<file path="src/rtl/segment_pattern_decoder_if.sv">
// Seven-segment display bus as seen by the segment pattern decoder:
// the eight segment lines plus the decoded results reported back.
interface segment_pattern_decoder_if #(
  parameter int COUNT_WIDTH = 8
);
  logic                   A, B, C, D, E, F, G, DP;
  logic [3:0]             binaryNumber;
  logic                   isError;
  logic                   isValid;
  logic                   isUnknown;
  logic                   updatePulse;
  logic [COUNT_WIDTH-1:0] updateCount;

  // Display driver / observer side
  modport master (
    output A, B, C, D, E, F, G, DP,
    input  binaryNumber, isError, isValid, isUnknown, updatePulse, updateCount
  );

  // Decoder side
  modport slave (
    input  A, B, C, D, E, F, G, DP,
    output binaryNumber, isError, isValid, isUnknown, updatePulse, updateCount
  );
endinterface

</file>
<file path="src/rtl/segment_pattern_decoder.sv">
// Segment pattern decoder: samples the seven-segment lines A..G and DP,
// filters out transient patterns, and recovers the hex digit / error code
// that the display driver encoded onto them.
// Optional macro SEG_SYNC_EN: inserts a two-flop synchronizer on all eight
// segment lines ahead of the sample register (adds 2 cycles of latency).
module segment_pattern_decoder #(
  parameter int STABLE_CYCLES = 3,
  parameter int COUNT_WIDTH   = 8
) (
  input  logic                         clock,
  input  logic                         resetN,
  segment_pattern_decoder_if.slave     bus
);

  typedef enum logic [1:0] {EMPTY, SETTLING, LOCKED} state_t;

  localparam logic [3:0] STABLE_MAX = 4'(STABLE_CYCLES);
  // ABCDEFG = 0000001 with DP = 1
  localparam logic [7:0] ERR_PAT    = 8'h03;

  // Returns {hit, value} for a 7-bit ABCDEFG code.
  function automatic logic [4:0] decode_digit(input logic [6:0] code);
    logic [4:0] res;
    case (code)
      7'h7E:   res = {1'b1, 4'h0};
      7'h30:   res = {1'b1, 4'h1};
      7'h6D:   res = {1'b1, 4'h2};
      7'h79:   res = {1'b1, 4'h3};
      7'h33:   res = {1'b1, 4'h4};
      7'h5B:   res = {1'b1, 4'h5};
      7'h5F:   res = {1'b1, 4'h6};
      7'h70:   res = {1'b1, 4'h7};
      7'h7F:   res = {1'b1, 4'h8};
      7'h7B:   res = {1'b1, 4'h9};
      7'h77:   res = {1'b1, 4'hA};
      7'h1F:   res = {1'b1, 4'hB};
      7'h4E:   res = {1'b1, 4'hC};
      7'h3D:   res = {1'b1, 4'hD};
      7'h4F:   res = {1'b1, 4'hE};
      7'h47:   res = {1'b1, 4'hF};
      default: res = 5'b0_0000;
    endcase
    return res;
  endfunction

  logic [7:0]             w_seg_in;
  logic [7:0]             w_seg;
  logic                   w_same;
  logic                   w_commit;
  logic                   w_load;
  logic [4:0]             w_dec;
  logic                   w_is_digit;
  logic                   w_is_err;
  state_t                 w_state_nxt;

  logic [7:0]             r_sample;
  logic [3:0]             r_cnt;
  logic [7:0]             r_committed;
  logic                   r_has_commit;
  state_t                 r_state;
  logic [3:0]             r_bin;
  logic                   r_err;
  logic                   r_valid;
  logic                   r_unk;
  logic                   r_pulse;
  logic [COUNT_WIDTH-1:0] r_count;

  assign w_seg_in = {bus.A, bus.B, bus.C, bus.D, bus.E, bus.F, bus.G, bus.DP};

`ifdef SEG_SYNC_EN
  logic [7:0] r_sync1;
  logic [7:0] r_sync2;

  // Two-flop synchronizer for segment lines driven from another clock domain
  always_ff @(posedge clock or negedge resetN) begin
    if (!resetN) begin
      r_sync1 <= '0;
      r_sync2 <= '0;
    end else begin
      r_sync1 <= w_seg_in;
      r_sync2 <= r_sync1;
    end
  end

  assign w_seg = r_sync2;
`else
  assign w_seg = w_seg_in;
`endif

  // A candidate commits only once it has filled the stability counter and is
  // still present on the following edge; a change on that edge restarts it.
  // Re-committing the already committed pattern is suppressed.
  assign w_same     = (w_seg == r_sample);
  assign w_commit   = w_same && (r_cnt == STABLE_MAX) &&
                      (!r_has_commit || (r_sample != r_committed));
  assign w_dec      = decode_digit(r_sample[7:1]);
  assign w_is_digit = w_dec[4] && !r_sample[0];
  assign w_is_err   = (r_sample == ERR_PAT);

  // Sample register and saturating stability counter
  always_ff @(posedge clock or negedge resetN) begin
    if (!resetN) begin
      r_sample <= '0;
      r_cnt    <= '0;
    end else begin
      r_sample <= w_seg;
      if (!w_same)                 r_cnt <= 4'd1;
      else if (r_cnt < STABLE_MAX) r_cnt <= r_cnt + 4'd1;
    end
  end

  // FSM state register
  always_ff @(posedge clock or negedge resetN) begin
    if (!resetN) r_state <= EMPTY;
    else         r_state <= w_state_nxt;
  end

  // FSM next-state logic
  always_comb begin
    w_state_nxt = r_state;
    case (r_state)
      EMPTY:    w_state_nxt = SETTLING;
      SETTLING: begin
        if (w_commit)
          w_state_nxt = LOCKED;
        else if (r_has_commit && (w_seg == r_committed))
          w_state_nxt = LOCKED;
      end
      LOCKED:   if (w_seg != r_committed) w_state_nxt = SETTLING;
      default:  w_state_nxt = EMPTY;
    endcase
  end

  // FSM output logic: a commit is only taken while settling on a candidate
  always_comb begin
    w_load = 1'b0;
    if (r_state == SETTLING) w_load = w_commit;
  end

  // Committed pattern, decoded results, update pulse and counter
  always_ff @(posedge clock or negedge resetN) begin
    if (!resetN) begin
      r_committed  <= '0;
      r_has_commit <= 1'b0;
      r_bin        <= '0;
      r_err        <= 1'b0;
      r_valid      <= 1'b0;
      r_unk        <= 1'b0;
      r_pulse      <= 1'b0;
      r_count      <= '0;
    end else begin
      r_pulse <= 1'b0;
      if (w_load) begin
        r_committed  <= r_sample;
        r_has_commit <= 1'b1;
        r_pulse      <= 1'b1;
        r_count      <= r_count + 1'b1;
        if (w_is_digit) begin
          r_bin   <= w_dec[3:0];
          r_err   <= 1'b0;
          r_unk   <= 1'b0;
          r_valid <= 1'b1;
        end else if (w_is_err) begin
          r_err   <= 1'b1;
          r_unk   <= 1'b0;
          r_valid <= 1'b1;
        end else begin
          r_err   <= 1'b0;
          r_unk   <= 1'b1;
        end
      end
    end
  end

  assign bus.binaryNumber = r_bin;
  assign bus.isError      = r_err;
  assign bus.isValid      = r_valid;
  assign bus.isUnknown    = r_unk;
  assign bus.updatePulse  = r_pulse;
  assign bus.updateCount  = r_count;

endmodule

</file>
<file path="src/flat_wrapper.sv">
// flat-port wrapper written by rule: the top's interface ports become plain ports
module segment_pattern_decoder_flat 
#(
  parameter int STABLE_CYCLES = 3,
  parameter int COUNT_WIDTH   = 8
)
  (clock, resetN, bus_A, bus_B, bus_C, bus_D, bus_E, bus_F, bus_G, bus_DP, bus_binaryNumber, bus_isError, bus_isValid, bus_isUnknown, bus_updatePulse, bus_updateCount);
  segment_pattern_decoder_if #(.COUNT_WIDTH(COUNT_WIDTH)) bus_i ();
  input  logic clock;
  input  logic resetN;
  input wire logic [$bits(bus_i.A)-1:0] bus_A;
  input wire logic [$bits(bus_i.B)-1:0] bus_B;
  input wire logic [$bits(bus_i.C)-1:0] bus_C;
  input wire logic [$bits(bus_i.D)-1:0] bus_D;
  input wire logic [$bits(bus_i.E)-1:0] bus_E;
  input wire logic [$bits(bus_i.F)-1:0] bus_F;
  input wire logic [$bits(bus_i.G)-1:0] bus_G;
  input wire logic [$bits(bus_i.DP)-1:0] bus_DP;
  output wire logic [$bits(bus_i.binaryNumber)-1:0] bus_binaryNumber;
  output wire logic [$bits(bus_i.isError)-1:0] bus_isError;
  output wire logic [$bits(bus_i.isValid)-1:0] bus_isValid;
  output wire logic [$bits(bus_i.isUnknown)-1:0] bus_isUnknown;
  output wire logic [$bits(bus_i.updatePulse)-1:0] bus_updatePulse;
  output wire logic [$bits(bus_i.updateCount)-1:0] bus_updateCount;
  assign bus_i.A = bus_A;
  assign bus_i.B = bus_B;
  assign bus_i.C = bus_C;
  assign bus_i.D = bus_D;
  assign bus_i.E = bus_E;
  assign bus_i.F = bus_F;
  assign bus_i.G = bus_G;
  assign bus_i.DP = bus_DP;
  assign bus_binaryNumber = bus_i.binaryNumber;
  assign bus_isError = bus_i.isError;
  assign bus_isValid = bus_i.isValid;
  assign bus_isUnknown = bus_i.isUnknown;
  assign bus_updatePulse = bus_i.updatePulse;
  assign bus_updateCount = bus_i.updateCount;
  segment_pattern_decoder #(.STABLE_CYCLES(STABLE_CYCLES), .COUNT_WIDTH(COUNT_WIDTH)) u_core (.clock(clock), .resetN(resetN), .bus(bus_i));
endmodule
</file>
<file path="config.mk">
export PLATFORM = sky130hd
export DESIGN_NAME = segment_pattern_decoder_flat
export DESIGN_NICKNAME = d
export VERILOG_FILES = /design/src/rtl/segment_pattern_decoder_if.sv /design/src/rtl/segment_pattern_decoder.sv /design/src/flat_wrapper.sv
export SDC_FILE = /design/constraint.sdc
export NUM_CORES = 1
export LEC_CHECK = 0
export CAP_MARGIN = 0
export CORE_MARGIN = 4
export CORE_UTILIZATION = 30
export DETAILED_ROUTE_END_ITERATION = 10
export PLACE_DENSITY = 0.5
export SYNTH_ARGS = -nofsm -noshare
export SYNTH_HDL_FRONTEND = slang
export SYNTH_SLANG_ARGS = --single-unit
</file>
<file path="constraint.sdc">
create_clock -name clock -period 3.8 [get_ports clock]
set_input_delay 0.76 -clock clock [delete_from_list [all_inputs] [get_ports clock]]
set_output_delay 0.76 -clock clock [all_outputs]
set_load 0.005 [all_outputs]
</file>
# Word-level counts from Yosys, hierarchy flattened
# Cells that the tools add are included.
# totals
regBits	39
in_bits	10
out_inout_bits	16
# op_classes
n_addsub	2
magnitude_cmp	1
n_eq_ne	27
n_mux	15
reduce_logical	12
# ops
op	count
$eq 7x7->1 const B	12
$pmux 5 s16	1
$eq 7x6->1 const B	3
$eq 8x8->1	2
$ne 8x8->1	2
$add 8x1->8 const B	1
$eq 8x2->1 const B	1
$mux 1	8
$mux 4	2
$eq 7x5->1 const B	1
$mux 2	3
$pmux 2 s3	1
$reduce_and 2->1	3
$add 4x1->4 const B	1
$eq 4x2->1 const B	1
$logic_and 1x1->1	4
$lt 4x2->1 const B	1
$ne 3x1->1 const B	1
$eq 2x1->1 const B	1
$eq 2x2->1 const B	1
$logic_not 1->1	2
$logic_not 2->1	1
$ne 2x1->1 const B	1
$ne 2x2->1 const B	1
other kinds (2)	2

# Logic depth before layout (Yosys ltp)
# Gate-level depths: netlist of run 1.
# depth
depth_word	5
mapped_depth	8
depth_no_buf	6

# Worst setup path after synthesis of run 1
# No wires, ideal clock.
# synth_path
path_kind	input-to-reg
from	in bus_E
to	reg u_core.r_committed[0]
arrival_ps	2311
setup_slack_ps	1365
path_stages	6
path_buffers	1
path_cell_list	xor2_2 > nor4_4 > nand2_2 > nor4_4 > buf_6 > mux2_2
# synth_via
elab_chain_cells	4
# synth_rtl
element	line_no	rtl
from (decl)	flat_wrapper.sv:15	input wire logic [$bits(bus_i.E)-1:0] bus_E;
$eq 8x8->1	segment_pattern_decoder.sv:93	assign w_same = (w_seg == r_sample);
$logic_and 1x1->1 (2 in a row)	segment_pattern_decoder.sv:94	assign w_commit = w_same && (r_cnt == STABLE_MAX) &&
$mux 1	segment_pattern_decoder.sv:137	if (r_state == SETTLING) w_load = w_commit;
to (signal assigned)	segment_pattern_decoder.sv:154	r_committed <= r_sample;
to (decl)	segment_pattern_decoder.sv:58	logic [7:0] r_committed;
# Every way passes these cells.
# A chain may end at the register's enable or synchronous reset.

# Final worst setup path of run 1
# layout_path
from	in bus_E
to	reg u_core.r_bin[0], in the netlist u_core.bus.binaryNumber[0]
# layout_via
elab_chain_cells	5
# layout_rtl
element	line_no	rtl
$eq 8x8->1	segment_pattern_decoder.sv:93	
$logic_and 1x1->1 (2 in a row)	segment_pattern_decoder.sv:94	
$mux 1	segment_pattern_decoder.sv:137	
$reduce_and 2->1 (no line)	-	
to (signal assigned)	segment_pattern_decoder.sv:159	r_bin <= w_dec[3:0];
to (decl)	segment_pattern_decoder.sv:61	logic [3:0] r_bin;
# Every way passes these cells.

==> metrics.md, run 1 <==
| Metric | Value |
|---|---|
| Status | `finished clean` |
| Number of global-route vias before repair | `1,535` |
| Root buffer cell | `clkbuf_8` |
| Hold buffers post-CTS | `0` |
| Final Non-Filler Cells | `325` |
| Peak Freq | `342 MHz` |
| Post-CTS setup buffer count | `0` |
| Commonest non-fill, non-tap cells in the layout | `dfrtp_1, clkdlybuf4s50_1, xnor2_1, nand2_1, o21ai_0` |
| Post-Place Setup Slack | `0.572 ns` |
| Unrepaired setup endpoints after global routing | `no` |
| Critical Path Max Stage Delay | `0.50 ns` |
| Clk Latency, worst-skew pair | `0.28 ns` |
| Initial antenna violation count | `0` |
| DR pass1 iterations | `4` |
| Final WL | `4.54 mm` |
| Final GP Congestion | `0.744` |
| Sequential area share after synthesis | `0.438` |
| Hold slack | `0.472 ns` |
| Synthesized cell area | `0.00223 mm^2` |
| DRT iter0 DRCs | `74` |
| WL/cell | `14.0 um` |
| Final Max Slew Viols | `0` |
| DR vias/cell | `4.78` |
| H-Tree Depth | `2` |
| Kind of end point of the critical path | `flip-flop` |
| Syn_nets | `217` |
| Power density cells | `297 mW/mm^2` |
| Distinct cells, synth | `46` |
| Final ANT Viol Nets | `0` |
| Die ar. | `0.00887 mm^2` |
| Initial core utilization | `0.307` |
| Setup violators final | `0` |
| Width of the chip | `94.2 um` |
| Deepest clock path buffer count | `2` |
| Crit-path slowest cell | `clkdlybuf4s50_1` |
| PortBufs | `25` |
| # clock sinks | `39` |
| Clock slew at reported path FFs | `0.07 ns` |
| TritonCTS clock tree | `yes` |
| Yosys warns | `0` |
| DP HPWL | `3.24 mm` |
| Via count | `1,552` |
| #FFs+latches synth | `39` |
| Worst clock skew | `0.00170 ns` |
| Commonest non-fill, non-tap cell in the layout | `dfrtp_1` |
| Final #Nets | `237` |
| Largest net degree at the start of global routing | `40` |
| I/O Pins | `26` |
| Hold Crit Class | `flip-flop to flip-flop` |
| Die H | `94.2 um` |
| Tot GR Track Use | `0.113` |
| Post-Synthesis Cells | `205` |
| Relative slew slack | `0.418` |
| Antenna Cells | `0` |
| Final hold vios | `0` |
| Inst Count DP | `317` |
| Fin crit share | `0.770` |
| WS Path Type | `input pin to flip-flop` |
| PostCTS Resize Cnt | `0` |
| Total negative slack | `0 ns` |
| LEAKAGE | `0.00107 uW` |
| CP Max Fanout | `21` |
| Row count | `31` |
| Final min period | `2.93 ns` |
| Area growth syn-to-layout | `16.5%` |
| Worst path required time | `3.97 ns` |
| Most used cell, CP | `nor4_4` |
| Crit start category | `input pin` |
| Global-route wire length before repair | `7.80 mm` |
| GRT overflow | `0` |
| Critical Path, Cell by Cell | `clkdlybuf4s50_1, xor2_2, nor4_4, nand2_2, nor4_4, buf_4, nand2_4, mux2_4` |
| Share of cells above drive strength 1 | `0.124` |
| Pwr Total | `772 uW` |
| Maxcap violations | `0` |
| Slew @ Worst Pin | `0.874 ns` |
| Worst Slack Setup Final | `0.875 ns` |
| Synthesized area per cell | `10.9 um^2` |
| Maximum VDD drop | `0.0970 mV` |
| WP data arrival | `3.10 ns` |
| Core area | `0.00725 mm^2` |
| Remaining DRCs | `0` |
| CTS Buf Count | `5` |
-- logic make-up after synthesis --
family                   Yosys count  synth area share
AO/OA/AOI/OAI                     27            0.0842
buffers and inverters             15            0.0438
adder cells (fa/ha/maj)            2            0.0112
XOR/XNOR                          32             0.133
AND/OR/NAND/NOR                   76             0.215
multiplexers                      14            0.0752
flip-flops                        39             0.438
-- path summary, 6_finish.rpt --
check                      slack, ns               start  depth (start not counted)                    endpoint
setup / recovery                0.87               bus_E                          8  u_core.bus.binaryNumber[0]
hold / removal                  0.47  u_core.bus.isValid                          1          u_core.bus.isValid
setup reg to reg                1.21  u_core.r_sample[3]                          7  u_core.bus.binaryNumber[0]
hold reg to reg                 0.47  u_core.bus.isValid                          1          u_core.bus.isValid
max in group asynchronous       2.66              resetN                          1       u_core.r_committed[6]
min in group asynchronous       0.59              resetN                          1   u_core.bus.updateCount[7]
-- synthesized netlist by cell type (all sizes together) --
cell type	number	area share
nor4	5	0.034
and2	1	0.0028
nand2b	7	0.020
and4	1	0.0039
clkbuf	5	0.0084
buf	8	0.032
nand4	8	0.022
nor3	7	0.016
o21ai	10	0.022
xnor2	22	0.086
a41oi	1	0.012
xor2	10	0.046
nand4bb	1	0.0051
ha	2	0.011
or2	1	0.0028
and3	4	0.011
nor2b	2	0.0056
o22ai	2	0.0056
a32oi	1	0.0039
mux2	13	0.071
a2111oi	1	0.0067
inv	2	0.0034
nor3b	1	0.0034
mux2i	1	0.0045
nand2	20	0.038
a31oi	2	0.0056
or4b	2	0.0090
or4	2	0.0084
nand4b	2	0.0079
a21oi	6	0.013
nand3	6	0.013
a21o	1	0.0034
o32ai	1	0.0039
o21a	1	0.0034
dfrtp	39	0.44
nor2	5	0.0084
or3	1	0.0028
o211ai	1	0.0034
-- cell type report --
cell class	count	area, um^2
fillers	753	4660
multi-input cells	151	1150
flip-flops and latches	39	976
repair buffers	26	253
well taps	99	124
clock buffers	7	76.3
inverters	2	7.51
clock inverters	1	5.00
-- critical path, delay by kind of cell --
family        cells  cell delay, ns
buf+inv           2            0.81
simple gates      4            1.00
xor+xnor          1            0.22
mux               1            0.31
-- sequential cells by signal, summed over array words and instances, names as in the netlist, 2 cells and up --
name / count
u_core.r_committed: 8
u_core.r_state: 2
u_core.bus.updateCount: 8
u_core.bus.binaryNumber: 4
u_core.r_sample: 8
u_core.r_cnt: 4
-- where the power goes --
group	internal [uW]	switching, uW
Sequential	419	20.4
Combinational	29.7	35.0
Clock	129	138
Total	578	194
-- layer usage --
metal,global-route usage,wire length (um),up-vias,part of all wire
li1,-,-,768,-
met1,0.156,2260,745,0.50
met2,0.173,2040,31,0.45
met3,0.0280,163,8,0.036
met4,0.0361,71,0,0.016
met5,0,0,-,0
-- per-stage QoR --
step	cell area (um^2)	utilization
finish	2600	0.358
CTS	2600	0.358
detailed placement	2510	0.347
global route	2600	0.358
floorplan	2230	-
global placement	2510	0.347
(Power assumes the default switching activity.)
==> run 2: changes to the inputs <==
--- a/config.mk
+++ b/config.mk
@@ -9,7 +9,7 @@
 export CORE_MARGIN = 4
 export CORE_UTILIZATION = 30
 export DETAILED_ROUTE_END_ITERATION = 10
-export PLACE_DENSITY = 0.5
+export PLACE_DENSITY = 0.52
 export SYNTH_ARGS = -nofsm -noshare
 export SYNTH_HDL_FRONTEND = slang
 export SYNTH_SLANG_ARGS = --single-unit
==> constraint.sdc (replaced) <==
create_clock -name clock -period 2.69 [get_ports clock]
set_input_delay 0.538 -clock clock [delete_from_list [all_inputs] [get_ports clock]]
set_output_delay 0.538 -clock clock [all_outputs]
set_load 0.005 [all_outputs]
==> run 2 against run 1 <==
Sequential share of layout area shrank 2.5 points. Hold slack lost 0.11 ns. Register-to-register slack lost 0.85 ns. First-iteration DRC count shrank 38%.
==> metrics.md, run 2 (same netlist as run 1, synthesis figures left out) <==
| Metric | Value |
|---|---|
| Crit start category | `input pin` |
| Via count | `1,608 (+3.6%)` |
| Fillers | `736 (-2.3%)` |
| Worst Slack Setup Final | `0.252 ns (-0.623 ns)` |
| Clk Latency, worst-skew pair | `0.29 ns (about the same)` |
| Most used cell, CP | `nor4_4` |
| WL/cell | `13.4 um (-4.3%)` |
| Fin crit share | `0.906` |
| Post-Place Setup Slack | `-0.0743 ns (-0.646 ns)` |
| Critical Path Max Stage Delay | `0.46 ns (-0.04 ns)` |
| Commonest non-fill, non-tap cells in the layout | `dfrtp_1, clkdlybuf4s50_1, xnor2_1, buf_4, nand2_1` |
| Placement Cell Area | `0.00267 mm^2 (+6.0%)` |
| WS Path Type | `input pin to flip-flop` |
| Core area | `0.00725 mm^2 (unchanged)` |
| Setup violators final | `0 (unchanged)` |
| Initial core utilization | `0.307 (unchanged)` |
| Die H | `94.2 um (unchanged)` |
| Die ar. | `0.00887 mm^2 (unchanged)` |
| Relative slew slack | `0.417 (-0.000706)` |
| GRT overflow | `0 (unchanged)` |
| LEAKAGE | `0.00119 uW (+11%)` |
| Post-CTS setup buffer count | `0 (unchanged)` |
| R2r startpoint | `u_core.r_sample[4]` |
| DP HPWL | `3.46 mm (+7.0%)` |
| Crit-path slowest cell | `clkdlybuf4s50_1` |
| Final Max Slew Viols | `0 (unchanged)` |
| CP Max Fanout | `13 (-38%)` |
| Share of cells above drive strength 1 | `0.203 (+0.0794)` |
| Worst R2R End | `u_core.bus.binaryNumber[2]` |
| Initial antenna violation count | `0 (unchanged)` |
| # clock sinks | `39 (unchanged)` |
| WP data arrival | `2.61 ns (-0.49 ns)` |
| Total negative slack | `0 ns (unchanged)` |
| TritonCTS clock tree | `yes` |
| Remaining DRCs | `0 (unchanged)` |
| Row count | `31 (unchanged)` |
| Deepest clock path buffer count | `2 (unchanged)` |
| CTS Buf Count | `5 (unchanged)` |
| Post-route cell area | `0.00278 mm^2 (+7.0%)` |
| Hold Crit Class | `input pin to async pin` |
| Antenna Cells | `0 (unchanged)` |
| Largest net degree at the start of global routing | `40 (unchanged)` |
| Worst clock skew | `0.00959 ns (+0.00789 ns)` |
| Unrepaired setup endpoints after global routing | `no` |
| Clock slew at reported path FFs | `0.09 ns (+0.02 ns)` |
| DR pass1 iterations | `4 (unchanged)` |
| Peak Freq | `410 MHz` |
| I/O Pins | `26 (unchanged)` |
| Maxcap violations | `0 (unchanged)` |
| Hold buffers post-CTS | `0 (unchanged)` |
| Final GP Congestion | `0.766 (+3.0%)` |
| Final min period | `2.44 ns` |
| H-Tree Depth | `2 (unchanged)` |
| Kind of end point of the critical path | `flip-flop` |
| Slew @ Worst Pin | `0.875 ns (+0.00106 ns)` |
| Power density cells | `441 mW/mm^2 (+48%)` |
| Status | `finished clean` |
| R2R depth | `6 (-1)` |
| Final hold vios | `0 (unchanged)` |
| Maximum VDD drop | `0.290 mV (+200%)` |
| Width of the chip | `94.2 um (unchanged)` |
| Area growth syn-to-layout | `24.6%` |
| Tot GR Track Use | `0.116 (+0.00350)` |
| DR vias/cell | `4.66 (-2.4%)` |
| Final ANT Viol Nets | `0 (unchanged)` |
| Global-route wire length before repair | `8.19 mm (+5.0%)` |
| R2R setup slack | `0.36 ns (-0.85 ns)` |
| PortBufs | `25 (unchanged)` |
| Critical Path, Cell by Cell | `clkdlybuf4s50_1, xor2_2, nor4_4, nand2_2, nor4_4, buf_4, mux2_2` |
| Final #Nets | `257 (+8.4%)` |
| PostCTS Resize Cnt | `0 (unchanged)` |
| Final WL | `4.61 mm (+1.5%)` |
| DRT iter0 DRCs | `46 (-38%)` |
| Number of global-route vias before repair | `1,706 (+11%)` |
| Root buffer cell | `clkbuf_8` |
| Worst path required time | `2.87 ns (-1.10 ns)` |
| Commonest non-fill, non-tap cell in the layout | `dfrtp_1` |
| Final core occ | `0.383 (+0.0250)` |
[run 2: how the worst max path moves through the flow]
stage	endpoint	depth (start not counted)	from	slack [ns]
3_3_place_gp	u_core.r_committed[3]	7	bus_F	-0.08
6_report	u_core.r_committed[0]	7	bus_E	0.25
4_1_cts	u_core.r_committed[0]	7	bus_F	0.22
3_5_place_dp	u_core.r_committed[0]	7	bus_F	-0.07
2_1_floorplan	u_core.r_committed[0]	6	bus_E	0.48
5_1_grt	u_core.bus.binaryNumber[3]	9	bus_E	0.09
[run 2: cell type report]
type | instances | area (um^2) | share of cell area
Inverter | 2 | 7.51 | 0.00270
Tap cell | 99 | 124 | 0.0446
Timing Repair Buffer | 46 | 403 | 0.145
Multi-Input combinational cell | 151 | 1150 | 0.416
Clock inverter | 3 | 43.8 | 0.0158
Clock buffer | 5 | 68.8 | 0.0248
Sequential cell | 39 | 976 | 0.351
[run 2: through the flow]
| step | power, uW | instances | hold slack, ns |
|---|---|---|---|
| global route | 1280 | 345 | 0.439 |
| global placement | 745 | 337 | 0.459 |
| CTS | 1240 | 345 | 0.400 |
| floorplan | 688 | 205 | 0.242 |
| finish | 1230 | 345 | 0.365 |
| detailed placement | 746 | 337 | 0.461 |
[run 2: worst max-delay path: cells and delay by family]
kind | cells | cell delay [ns]
multiplexers | 1 | 0.35
buffers and inverters | 2 | 0.70
XOR/XNOR | 1 | 0.21
AND/OR/NAND/NOR | 3 | 0.81
[run 2: layer usage]
layer	track usage	up-vias	share of wire
met5	0	-	0
met4	0.0337	0	0.011
met3	0.0304	7	0.038
met2	0.170	22	0.43
met1	0.168	773	0.52
li1	-	806	-
[run 2: power breakdown]
part,internal (uW),total (uW),leakage (uW),switching [uW]
clock,276,493,0.0000581,217
combinational,57.8,126,0.000612,68.2
sequential,592,607,0.000516,14.2
==> run 3: changes to the inputs <==
--- a/config.mk
+++ b/config.mk
@@ -5,10 +5,12 @@
 export SDC_FILE = /design/constraint.sdc
 export NUM_CORES = 1
 export LEC_CHECK = 0
-export CAP_MARGIN = 0
+export CAP_MARGIN = 40
 export CORE_MARGIN = 4
 export CORE_UTILIZATION = 30
 export DETAILED_ROUTE_END_ITERATION = 10
+export HOLD_SLACK_MARGIN = 0.08
+export MAX_ROUTING_LAYER = met4
 export PLACE_DENSITY = 0.52
 export SYNTH_ARGS = -nofsm -noshare
 export SYNTH_HDL_FRONTEND = slang
==> run 3 against run 2 <==
Clock skew shrank 0.00063 ns. Sequential power is essentially flat. Final area grew 0.90%. Via count grew 2.5%. Final cell count grew 0.29%. Die area is the same. Wire length grew 1.7%. Clock-buffer cell count grew 1. Hold slack lost 0.28 ns. Critical path depth is the same. Register-to-register slack is essentially flat. Power grew 1.3%.
==> metrics.md, run 3 (same netlist as run 1, synthesis figures left out) <==
| Metric | Value |
|---|---|
| Number of global-route vias before repair | `1,691 (-0.88%)` |
| Row count | `31 (unchanged)` |
| Initial core utilization | `0.307 (unchanged)` |
| Setup violators final | `0 (unchanged)` |
| Final hold vios | `0 (unchanged)` |
| DP HPWL | `3.58 mm (+3.3%)` |
| Commonest non-fill, non-tap cell in the layout | `dfrtp_1` |
| WL/cell | `13.5 um (+1.4%)` |
| Global-route wire length before repair | `8.25 mm (+0.76%)` |
| WS Path Type | `input pin to flip-flop` |
| Power density cells | `443 mW/mm^2 (+0.36%)` |
| DR pass1 iterations | `4 (unchanged)` |
| Final Max Slew Viols | `0 (unchanged)` |
| Worst clock skew | `0.00896 ns (-0.000627 ns)` |
| Kind of end point of the critical path | `flip-flop` |
| Final GP Congestion | `0.777 (+1.3%)` |
| Die H | `94.2 um (unchanged)` |
| WP data arrival | `2.64 ns (+0.03 ns)` |
| LEAKAGE | `0.00120 uW (+1.1%)` |
| Initial antenna violation count | `0 (unchanged)` |
| TritonCTS clock tree | `yes` |
| Share of cells above drive strength 1 | `0.206 (+0.00323)` |
| Placement Cell Area | `0.00269 mm^2 (+0.75%)` |
| Relative slew slack | `0.578 (+0.161)` |
| Final #Nets | `258 (+0.39%)` |
| # clock sinks | `39 (unchanged)` |
| Final ANT Viol Nets | `0 (unchanged)` |
| Antenna Cells | `0 (unchanged)` |
| DR vias/cell | `4.76 (+2.2%)` |
| Final WL | `4.69 mm (+1.7%)` |
| GRT overflow | `0 (unchanged)` |
| Clock slew at reported path FFs | `0.08 ns (about the same)` |
| Largest net degree at the start of global routing | `33 (-18%)` |
| Hold buffers post-CTS | `0 (unchanged)` |
| H-Tree Depth | `2 (unchanged)` |
| Peak Freq | `405 MHz (-1.3%)` |
| Multi-input logic area | `0.00115 mm^2 (unchanged)` |
| Maximum VDD drop | `0.221 mV (-24%)` |
| PostCTS Resize Cnt | `0 (unchanged)` |
| Clk Latency, worst-skew pair | `0.29 ns (about the same)` |
| CP Max Fanout | `13 (unchanged)` |
| Worst path required time | `2.86 ns (about the same)` |
| Post-route cell area | `0.00280 mm^2 (+0.90%)` |
| Hold slack | `0.0876 ns (-0.277 ns)` |
| Width of the chip | `94.2 um (unchanged)` |
| Register Area | `976 um^2 (unchanged)` |
| Final Non-Filler Cells | `346 (+0.29%)` |
| Crit start category | `input pin` |
| Slew @ Worst Pin | `0.628 ns (-0.247 ns)` |
| Fin crit share | `0.918 (+0.0115)` |
| Hold Crit Class | `input pin to async pin` |
| Core area | `0.00725 mm^2 (unchanged)` |
| Unrepaired setup endpoints after global routing | `no` |
| Remaining DRCs | `0 (unchanged)` |
| Tot GR Track Use | `0.122 (+0.00545)` |
| Area growth syn-to-layout | `25.8%` |
| Final min period | `2.47 ns (+0.0310 ns)` |
| DRT iter0 DRCs | `72 (+57%)` |
| PortBufs | `25 (unchanged)` |
| Commonest non-fill, non-tap cells in the layout | `dfrtp_1, clkdlybuf4s50_1, xnor2_1, buf_4, nand2_1` |
| Fillers | `733 (-0.41%)` |
| Inst Count DP | `338 (+0.30%)` |
| Maxcap violations | `0 (unchanged)` |
| CTS Buf Count | `5 (unchanged)` |
| Final core occ | `0.386 (+0.00345)` |
| Die ar. | `0.00887 mm^2 (unchanged)` |
| Via count | `1,648 (+2.5%)` |
| I/O Pins | `26 (unchanged)` |
| Root buffer cell | `clkbuf_8` |
| Deepest clock path buffer count | `2 (unchanged)` |
| Post-CTS setup buffer count | `0 (unchanged)` |
| Status | `finished clean` |
[run 3: worst max-delay path, stage by stage]
cell and delay, ns:
clkdlybuf4s50_1 0.47, xor2_2 0.21, nor4_4 0.35, nand2_2 0.16, nor4_4 0.31, buf_4 0.25
mux2_2 0.35
[run 3: final timing paths]
check                                          start                         end  slack [ns]  cells after the start
min in group clock         u_core.bus.updateCount[7]   u_core.bus.updateCount[7]        0.48                      1
setup / recovery                               bus_F       u_core.r_committed[0]        0.22                      7
hold / removal                                resetN          u_core.r_sample[2]        0.09                      1
max in group asynchronous                     resetN          u_core.r_sample[4]        2.17                      2
setup reg to reg                  u_core.r_sample[4]  u_core.bus.binaryNumber[0]        0.37                      6
hold reg to reg            u_core.bus.updateCount[7]   u_core.bus.updateCount[7]        0.48                      1
[run 3: metal layers]
metal / vias to the layer above / wire [um] / global-route usage
met1: 795 / 2360 / 0.167
met2: 33 / 2080 / 0.180
li1: 812 / - / -
met5: - / 0 / -
met3: 8 / 183 / 0.0296
met4: 0 / 57 / 0.0325
[run 3: area by class of cell]
cell class / instances / share of cell area
clock inverters: 2 / 0.0125
multi-input cells: 151 / 0.412
clock buffers: 6 / 0.0295
repair buffers: 47 / 0.151
flip-flops and latches: 39 / 0.348
inverters: 2 / 0.00268
well taps: 99 / 0.0442
[run 3: report_power, final]
part / internal, uW / total [uW] / switching, uW
clock: 300 / 505 / 205
combinational: 60.7 / 129 / 68.7
sequential: 592 / 607 / 14.5
total: 953 / 1240 / 288
[run 3: metrics by stage]
step / setup TNS [ns] / total power (uW) / setup slack (ns)
finish: 0 / 1240 / 0.221
global route: 0 / 1300 / 0.115
CTS: 0 / 1260 / 0.205
detailed placement: -0.894 / 750 / -0.0905
global placement: -0.863 / 745 / -0.0807
floorplan: 0 / 688 / 0.477
